--- src/rtl/mem_arbiter_pkg.sv ---
// mem_arbiter_pkg
// Shared types and constants for the IF/MEM unified-memory arbiter.
//   arb_state_t  : sequencing FSM states (IDLE, ACCESS, RESP)
//   arb_owner_t  : which pipeline stage currently owns the memory
//   INSTRUCTION_LEN, MEM_LAT_DEFAULT : datapath width and default access latency
package mem_arbiter_pkg;

    localparam int INSTRUCTION_LEN = 32;
    localparam int MEM_LAT_DEFAULT = 4;

    typedef enum logic [1:0] {
        ARB_IDLE   = 2'd0,
        ARB_ACCESS = 2'd1,
        ARB_RESP   = 2'd2
    } arb_state_t;

    typedef enum logic {
        OWN_IF  = 1'b0,
        OWN_MEM = 1'b1
    } arb_owner_t;

endpackage

--- src/rtl/mem_arbiter.sv ---
// mem_arbiter
// Shares one single-port, multi-cycle memory between the instruction-fetch
// stage and the data-memory stage. One requester is granted at a time, the
// memory request is held frozen for MEM_LAT cycles, and the owner sees a
// one-cycle ready pulse with its read data.
//
// Ports:
//   clk, rst                         clock, synchronous active-high reset
//   if_req, if_addr                  IF read request / fetch address
//   if_rdata, if_ready               fetched instruction / completion pulse
//   mem_rd, mem_wr, mem_addr,        MEM load/store request, address,
//   mem_wdata                        store data
//   mem_rdata, mem_ready             load data / completion pulse
//   ram_en, ram_we, ram_addr,        memory-side request (frozen in ACCESS)
//   ram_wdata
//   ram_rdata                        memory read data
//   busy                             high whenever the FSM is not IDLE
module mem_arbiter
    import mem_arbiter_pkg::*;
#(
    parameter int ADDR_W  = 32,
    parameter int DATA_W  = INSTRUCTION_LEN,
    parameter int MEM_LAT = MEM_LAT_DEFAULT
) (
    input  logic              clk,
    input  logic              rst,
    input  logic              if_req,
    input  logic [ADDR_W-1:0] if_addr,
    output logic [DATA_W-1:0] if_rdata,
    output logic              if_ready,
    input  logic              mem_rd,
    input  logic              mem_wr,
    input  logic [ADDR_W-1:0] mem_addr,
    input  logic [DATA_W-1:0] mem_wdata,
    output logic [DATA_W-1:0] mem_rdata,
    output logic              mem_ready,
    output logic              ram_en,
    output logic              ram_we,
    output logic [ADDR_W-1:0] ram_addr,
    output logic [DATA_W-1:0] ram_wdata,
    input  logic [DATA_W-1:0] ram_rdata,
    output logic              busy
);

    localparam int               CNT_W    = $clog2(MEM_LAT + 1);
    localparam logic [CNT_W-1:0] CNT_LOAD = CNT_W'(MEM_LAT - 1);
    localparam logic [CNT_W-1:0] CNT_ONE  = CNT_W'(1);

    arb_state_t        r_state;
    arb_state_t        w_nextState;
    arb_owner_t        r_owner;
    logic [CNT_W-1:0]  r_waitCnt;
    logic              r_we;
    logic [ADDR_W-1:0] r_addr;
    logic [DATA_W-1:0] r_wdata;
    logic [DATA_W-1:0] r_ifRdata;
    logic [DATA_W-1:0] r_memRdata;
    logic              w_memReq;
    logic              w_grant;
    logic              w_grantMem;
    logic              w_capture;

    // Next-state and grant decode. MEM wins over IF in IDLE because it
    // belongs to the older instruction; IF is still served whenever MEM has
    // nothing pending. Requests are only looked at in IDLE, so anything that
    // shows up during ACCESS or RESP simply waits for the next IDLE cycle.
    always_comb begin
        w_memReq    = mem_rd | mem_wr;
        w_grant     = 1'b0;
        w_grantMem  = 1'b0;
        w_capture   = 1'b0;
        w_nextState = r_state;
        case (r_state)
            ARB_IDLE: begin
                if (w_memReq) begin
                    w_grant     = 1'b1;
                    w_grantMem  = 1'b1;
                    w_nextState = ARB_ACCESS;
                end else if (if_req) begin
                    w_grant     = 1'b1;
                    w_nextState = ARB_ACCESS;
                end
            end
            ARB_ACCESS: begin
                if (r_waitCnt == '0) begin
                    w_capture   = 1'b1;
                    w_nextState = ARB_RESP;
                end
            end
            ARB_RESP: begin
                w_nextState = ARB_IDLE;
            end
            default: begin
                w_nextState = ARB_IDLE;
            end
        endcase
    end

    // State register. Reset drops straight back to IDLE, which also kills an
    // in-flight access without ever reaching RESP.
    always_ff @(posedge clk) begin
        if (rst) begin
            r_state <= ARB_IDLE;
        end else begin
            r_state <= w_nextState;
        end
    end

    // Request latch, wait counter and read-data capture. Everything the
    // memory sees is latched at grant so that requester inputs can wander
    // during ACCESS. The counter starts at MEM_LAT-1 so the capture lands on
    // the MEM_LAT-th ACCESS cycle. Writes leave both rdata registers alone.
    always_ff @(posedge clk) begin
        if (rst) begin
            r_owner    <= OWN_IF;
            r_waitCnt  <= '0;
            r_we       <= 1'b0;
            r_addr     <= '0;
            r_wdata    <= '0;
            r_ifRdata  <= '0;
            r_memRdata <= '0;
        end else begin
            if (w_grant) begin
                r_owner   <= w_grantMem ? OWN_MEM : OWN_IF;
                r_waitCnt <= CNT_LOAD;
                r_we      <= w_grantMem & mem_wr;
                r_addr    <= w_grantMem ? mem_addr : if_addr;
                if (w_grantMem) begin
                    r_wdata <= mem_wdata;
                end
            end else if (r_state == ARB_ACCESS && r_waitCnt != '0) begin
                r_waitCnt <= r_waitCnt - CNT_ONE;
            end

            if (w_capture && !r_we) begin
                if (r_owner == OWN_MEM) begin
                    r_memRdata <= ram_rdata;
                end else begin
                    r_ifRdata <= ram_rdata;
                end
            end
        end
    end

    // Outputs are decoded from registered state only, so both ready pulses
    // are mutually exclusive by construction (one owner, one RESP cycle).
    assign ram_en    = (r_state == ARB_ACCESS);
    assign ram_we    = ram_en & r_we;
    assign ram_addr  = r_addr;
    assign ram_wdata = r_wdata;
    assign busy      = (r_state != ARB_IDLE);
    assign if_ready  = (r_state == ARB_RESP) && (r_owner == OWN_IF);
    assign mem_ready = (r_state == ARB_RESP) && (r_owner == OWN_MEM);
    assign if_rdata  = r_ifRdata;
    assign mem_rdata = r_memRdata;

endmodule

--- config.mk ---
export PLATFORM = sky130hd
export DESIGN_NAME = mem_arbiter
export DESIGN_NICKNAME = d
export VERILOG_FILES = /design/src/rtl/mem_arbiter_pkg.sv /design/src/rtl/mem_arbiter.sv
export SDC_FILE = /design/constraint.sdc
export NUM_CORES = 1
export LEC_CHECK = 0
export ABC_AREA = 1
export CORE_MARGIN = 10
export CORE_UTILIZATION = 41
export CTS_CLUSTER_DIAMETER = 200
export DETAILED_ROUTE_END_ITERATION = 12
export GPL_TIMING_DRIVEN = 0
export PLACE_DENSITY = 0.8
export SYNTH_ARGS = -nofsm -noshare
export SYNTH_HDL_FRONTEND = slang
export SYNTH_SLANG_ARGS = --single-unit
--- constraint.sdc ---
create_clock -name clk -period 1.7 [get_ports clk]
set_clock_uncertainty 0.05 [all_clocks]
set_input_delay 0.51 -clock clk [delete_from_list [all_inputs] [get_ports clk]]
set_output_delay 0.51 -clock clk [all_outputs]
set_load 0.02 [all_outputs]
### Word level (Yosys, flattened, before mapping)

Cells that the tools add are included.

* bits of input ports: 133
* memory bits (read-only): 0
* memories: 0
* register bits after elaboration: 135
* bits in writable memories: 0
* latch bits: 0
* logic and storage cells: 48
* output and inout port bits: 133

* bitwise gates (word level): 4
* divide/modulo/power cells: 0
* $mul: 0
* eq/ne operators: 4
* multiplexer cells: 15
* $add $sub $neg: 1
* reductions and logical operators: 15
* $lt $le $gt $ge: 0
* shifts and indexed selects: 0

Operators with widths (count)
* $mux 32: 1
* $mux 2: 5
* $mux 1: 8
* $reduce_and 2->1: 4
* $logic_and 1x1->1: 4
* $pmux 2 s2: 1
* $reduce_bool 2->1: 2
* $logic_not 3->1: 1
* $ne 3x3->1 const B: 1
* $reduce_bool 3->1: 1
* $sub 3x1->3 const B: 1
* $and 1x1->1: 2
* $eq 2x1->1 const B: 1
* $eq 2x2->1 const B: 1
* $logic_not 2->1: 1
* $ne 2x1->1 const B: 1
* $reduce_or 2->1: 1
* $logic_not 1->1: 1
* $not 1->1: 1
* $or 1x1->1: 1

### Logic depth before layout (Yosys ltp)

* word-level depth: 5
* gate-level depth with buffers: 9
* mapped depth without buffers: 8

### Worst setup path before layout

No wires, ideal clock.

* path kind: register to output
* start point: register r_owner
* end point: output port mem_ready
* arrival time: 1360 ps
* path slack: -220 ps
* data required time: 1140 ps
* stages on the path, launching flop included: 5
* buffers on the path: 2
* cell sequence: dfxtp_1 -> buf_4 -> clkinv_1 -> clkbuf_1 -> nor3_1

* longest elaborated chain between the ends: 1

Ends and longest elaborated chain
* start: declaration: RTL line mem_arbiter.sv:51 `arb_owner_t r_owner;`
* start signal: assignment: RTL line mem_arbiter.sv:124 `r_owner <= w_grantMem ? OWN_MEM : OWN_IF;`
* $logic_and 1x1->1: RTL line mem_arbiter.sv:153 `assign mem_ready = (r_state == ARB_RESP) && (r_owner == OWN_MEM);`
* end: declaration: RTL line mem_arbiter.sv:36 `output logic mem_ready,`

Every way passes these cells.

### Worst setup path after layout

Ends and elaborated chain as after synthesis.

==> reports/metrics.yaml <==
status: "finished with violations"
violations: "setup timing"
grt_max_degree: 17
final_cell_mix: "nor2_1, nand2_1, dfxtp_1, clkdlybuf4s50_1, o21ai_0"
post-route-min-period_ps: 1920
worstMarginPinSlew_ps: 495
cp.arrival_ps: 1360
routed_wl_um: 20600
num_vias: 6157
drtAntennaViolNets: 0
crit_chain: "buf_6, clkinv_8, clkbuf_16, nor3_4, buf_6"
synthCells: 794
drt-initial-drc-count: 256
grtUsageTotal_pct: 21.0
critPathRequiredTime_ps: 1140
nNetsFinal: 1227
synth_cell_types: 25
grt_pass1_vias: 6052
power_mw: 9.62
multiInputGateArea_um2: 2390
finalSetupViolCount: 5
num_antenna_cells: 0
cts_tree: "done"
htreeDepth: 4
synth_warnings: 0
die_h_um: 137
die_area_um2: 18900
syn_nets: 929
final_common_cell: "nor2_1"
num_io_pins: 266
grt_overflow: 0
slowest_stage: "dfxtp_2"
hp-class: "reg2reg"
tns_ps: -435
yosysSeqAreaShare_pct: 47.9
areaGrowthSynthToFinish_pct: 63.3
ir_worst_vdd_mv: 0.684
end_kind: "primary output"
hold_buffers: 0
crit_type: "reg2out"
cts_root_buf: "clkbuf_16"
grt_first_pass_wirelength_um: 31200
die_w_um: 137
grt_setup_unrepaired: "true"
antenna_found_initial: 0
final_cell_count_no_fill: 1281
clock-sinks: 135
crit_top_cell: "buf_6"
numCtsBuffers: 17
row_count: 42
coreArea_um2: 13300
initial_utilization_pct: 42.3
drc: 0
worstSetupStartpointType: "flop"
ys_ff_latch: 135
cpPeakStageDelay_ps: 320
path_clk_slew_ps: 60
cts_buffer_depth: 2
seq_area_um2: 2710
gp_congestion: 0.907
drt-pass1-iter-count: 5
hold_viol: 0
setup_ws_ps: -217
crit_fanout: 4
finalCritPeriodShare_pct: 113
netlist_area_um2: 5640
clk-insertion-delay-late_ps: 420
slew_violations: 0
maxCapViolations: 0
drive_gt1_share_pct: 11.4
vias_per_cell: 4.81
dpl.hpwl_um: 15800
syn_avg_cell_area_um2: 7.11
p_per_area_nw_per_um2: 1040
io_buffers: 265
dp.cells: 1235
fill_cells: 1159
fmax_ghz: 0.522
power.leakage_nw: 4.38
wire_per_inst_um: 16.1
slew_headroom_pct: 67.0
==> cells in the mapped netlist (all sizes together) <==
library cell / count / area share (%)
nor3: 2 / 0.18
buf: 37 / 4.1
nand3b: 1 / 0.13
o21ai: 97 / 8.6
dfxtp: 135 / 48
nand3: 6 / 0.75
nand4: 64 / 7.1
clkinv: 1 / 0.066
a21oi: 2 / 0.18
ha: 2 / 0.44
nand2: 143 / 9.7
clkbuf: 19 / 1.3
nor2: 204 / 14
inv: 81 / 5.4
==> final cells by class <==
cell class / count / area share [%]
inverter: 82 / 3.64
timing repair buffer: 281 / 28.7
sequential: 135 / 29.4
clock inverter: 10 / 0.856
buffer: 54 / 3.99
clock buffer: 22 / 5.04
multi-input combinational: 521 / 26.0
tap: 176 / 2.39
==> metrics by stage <==
step | area (um2) | utilization (%) | hold WS, ps | setup slack, ps
after detailed placement | 8530 | 63.9 | 394 | -680
final | 9210 | 69.0 | 401 | -217
after floorplan | 5660 | - | 426 | 31.9
after CTS | 9090 | 68.1 | 403 | -229
after global routing | 9210 | 69.0 | 418 | -260
after global placement | 8530 | 63.9 | 387 | -659
==> critical path: cells and delay by family, from the launching register on <==
| family | cells | cell delay [ps] |
|---|---|---|
| buffers and inverters | 4 | 450 |
| AND/OR/NAND/NOR | 1 | 160 |
| flip-flops | 1 | 320 |
==> power breakdown <==
group	switching (mW)	internal [mW]	total [mW]
Clock	1.33	2.07	3.40
Sequential	0.178	3.50	3.68
Combinational	1.49	1.06	2.54
==> path summary, 6_finish.rpt <==
path	slack, ps	cells past startpoint	start	endpoint
setup / recovery	-220	5	r_owner	mem_ready
hold reg to reg	400	2	ram_addr[30]	ram_addr[30]
hold / removal	400	2	ram_addr[30]	ram_addr[30]
setup reg to reg	110	8	r_state[1]	if_rdata[23]
==> logic make-up after synthesis <==
| family | synth area share [%] |
|---|---|
| AO/OA/AOI/OAI | 8.78 |
| flip-flops | 47.9 |
| buffers and inverters | 10.8 |
| adder cells (fa/ha/maj) | 0.443 |
| AND/OR/NAND/NOR | 32.0 |
==> flip-flops by register name (all words and copies together), names as in the netlist <==
register,cells
mem_rdata,32
r_we,1
if_rdata,32
r_state,2
r_waitCnt,3
r_owner,1
ram_addr,32
ram_wdata,32
==> timing repair <==
action,in CTS,in global routing
gates cloned,0,1
resized for setup,205,82
endpoints found under the setup margin,150,117
buffers inserted,7,8
pin swaps,4,8
==> routing by layer <==
layer  global-route usage [%]  vias up  part of all wire, %
li1                         -     3109                    -
met2                     36.2      231                   49
met4                     7.90        0                  2.3
met5                        0        -                    0
met3                     9.43       29                   12
met1                     22.1     2788                   37
Note: power is estimated with default switching activity, not from simulation.
==> variant (same settings) <==
Set the parameter `ADDR_W` to 48 (it was 32).
--- a/src/rtl/mem_arbiter.sv
+++ b/src/rtl/mem_arbiter.sv
@@ -20,3 +20,3 @@
 #(
-    parameter int ADDR_W  = 32,
+    parameter int ADDR_W  = 48,
     parameter int DATA_W  = INSTRUCTION_LEN,
Interface: changed (resized if_addr, mem_addr and ram_addr); port bits go from 266 to 314. No check against the original RTL was run, so the function may have changed too.
==> variant against the unedited design <==
- the run still ends with negative setup slack left
- largest power group unchanged
- combinational power grew 20%
- global-route usage grew 0.76 points
- synthesized cell count rose by 13%
- sequential cell count up 16
- design area up 14%
- via count increased by 13%
- worst setup slack improved by 0.077 ns
- routed wire length is 17% higher
- highest routed layer unchanged
- synthesized area increased by 14%
- utilization down 0.20 points
- power up 10%
- count of clock-buffer cells in the layout is 2 lower
==> variant: results <==
group,metric,value,unit
detailed_routing,drt_first_iter_violations,325,
placement,gp_congestion,0.900,
cells_and_area,fill_cells,1312,
cells_and_area,nets,1413,
detailed_routing,viasPerCell,4.75,
detailed_routing,wl,24100,um
grt,grt_max_degree,19,
grt,grt_pass1_vias,6751,
yosys,synth_area_leaders,"dfxtp_1 (47%), nor2_1 (12%), nand2_1 (10%)",
placement,place_area,9820,um^2
placement,io_buffers,313,
placement,place_ws,-0.637,ns
worst_setup_path,cpMaxStageDelayCell,"dfxtp_4",
timing,setup_viol,3,
yosys,seq_area_frac_synth,47.1,%
timing,tightest_slew,0.488,ns
grt,track_usage,21.8,%
power,peakVddDrop,0.705,mV
detailed_routing,drt_pass1_iterations,5,
yosys,netlist_instances,900,
run_status,violations,"negative setup slack",
cells_and_area,final_cells,1470,
cells_and_area,drive_above_1_share,12.2,%
timing,setup_slack,-0.141,ns
timing,whs,0.403,ns
run_status,outcome,"finished with violations",
yosys,synth_compound_area_share,10.1,%
worst_setup_path,crit_fanout,5,
clocking,cts.clk_slew.worst_paths,0.06,ns
yosys,syn_nets,1067,
yosys,synth_commonest_cells,"nor2_1 (199), nand2_1 (173), dfxtp_1 (151), o21ai_1 (95), inv_1 (93)",
worst_setup_path,crit_family,"flip-flops",
worst_setup_path,arrival,1.28,ns
==> variant: changes by cell type in the layout (fill, tap and decap cells not counted), moves of 8 or more <==
cell	change
dfxtp_1	+16
o21ai_0	-58
o21ai_1	+89
nand2_1	+33
buf_6	-8
clkdlybuf4s50_1	+32
inv_1	+14
clkdlybuf4s15_1	+19
clkbuf_4	+9
buf_8	+8
dlygate4sd2_1	-10
==> variant: layout make-up <==
| type | instances | area share [%] |
|---|---|---|
| clock buffers | 20 | 4.25 |
| clock inverters | 12 | 0.751 |
| inverters | 98 | 3.62 |
| multi-input cells | 586 | 25.4 |
| well taps | 211 | 2.51 |
| flip-flops and latches | 151 | 28.9 |
| repair buffers | 329 | 29.8 |
| plain buffers | 63 | 4.75 |
==> variant: worst reg2reg max path, delay by kind of cell, from the launching register on <==
kind | cells | cell delay [ns]
fa+ha+maj | 1 | 0.20
buf+inv | 3 | 0.43
simple gates | 5 | 0.50
flops | 1 | 0.31
==> variant: kinds of logic (layout without fill, tap and decap cells) <==
logic type,count (synthesis),in the layout
AO/OA/AOI/OAI,130,130
adder cells (fa/ha/maj),2,2
buffers and inverters,163,522
flip-flops,151,151
AND/OR/NAND/NOR,454,454
==> variant: per-layer routing <==
metal	up-vias	global-route usage, %	routed length [um]
met2	281	39.1	12300
met1	3132	23.1	9170
met3	31	8.32	2240
met5	-	0	0
met4	0	6.52	396
li1	3532	-	-
==> variant: where the power goes <==
| part | internal, uW | switching (uW) | leakage [uW] |
|---|---|---|---|
| Combinational | 1300 | 1750 | 0.00343 |
| Clock | 1890 | 1510 | 0.000256 |
| Sequential | 3930 | 207 | 0.00124 |
==> variant: repair_timing <==
item                                   CTS  global route
resized for setup                      247           102
hold buffers                             0             0
gates cloned                             0             0
pin swaps                                3             7
endpoints found under the hold margin    0             0
setup endpoints to repair              236           160
setup buffers                            7             9
==> variant: metrics by stage <==
step	TNS (ns)	util, %	power (uW)
after floorplan	-0.0311	-	5770
after global placement	-63.13	64.4	7280
after detailed placement	-66.33	64.4	7330
after global routing	-0.468	68.8	11100
after CTS	-0.425	67.9	10600
final	-0.297	68.8	10600
==> variant: path summary, 6_finish.rpt <==
path / to / cells past startpoint / startpoint
max reg2reg: mem_rdata[15] / 9 / r_waitCnt[0]
max: if_ready / 3 / r_owner
min reg2reg: ram_addr[15] / 2 / ram_addr[15]
min: ram_addr[15] / 2 / ram_addr[15]
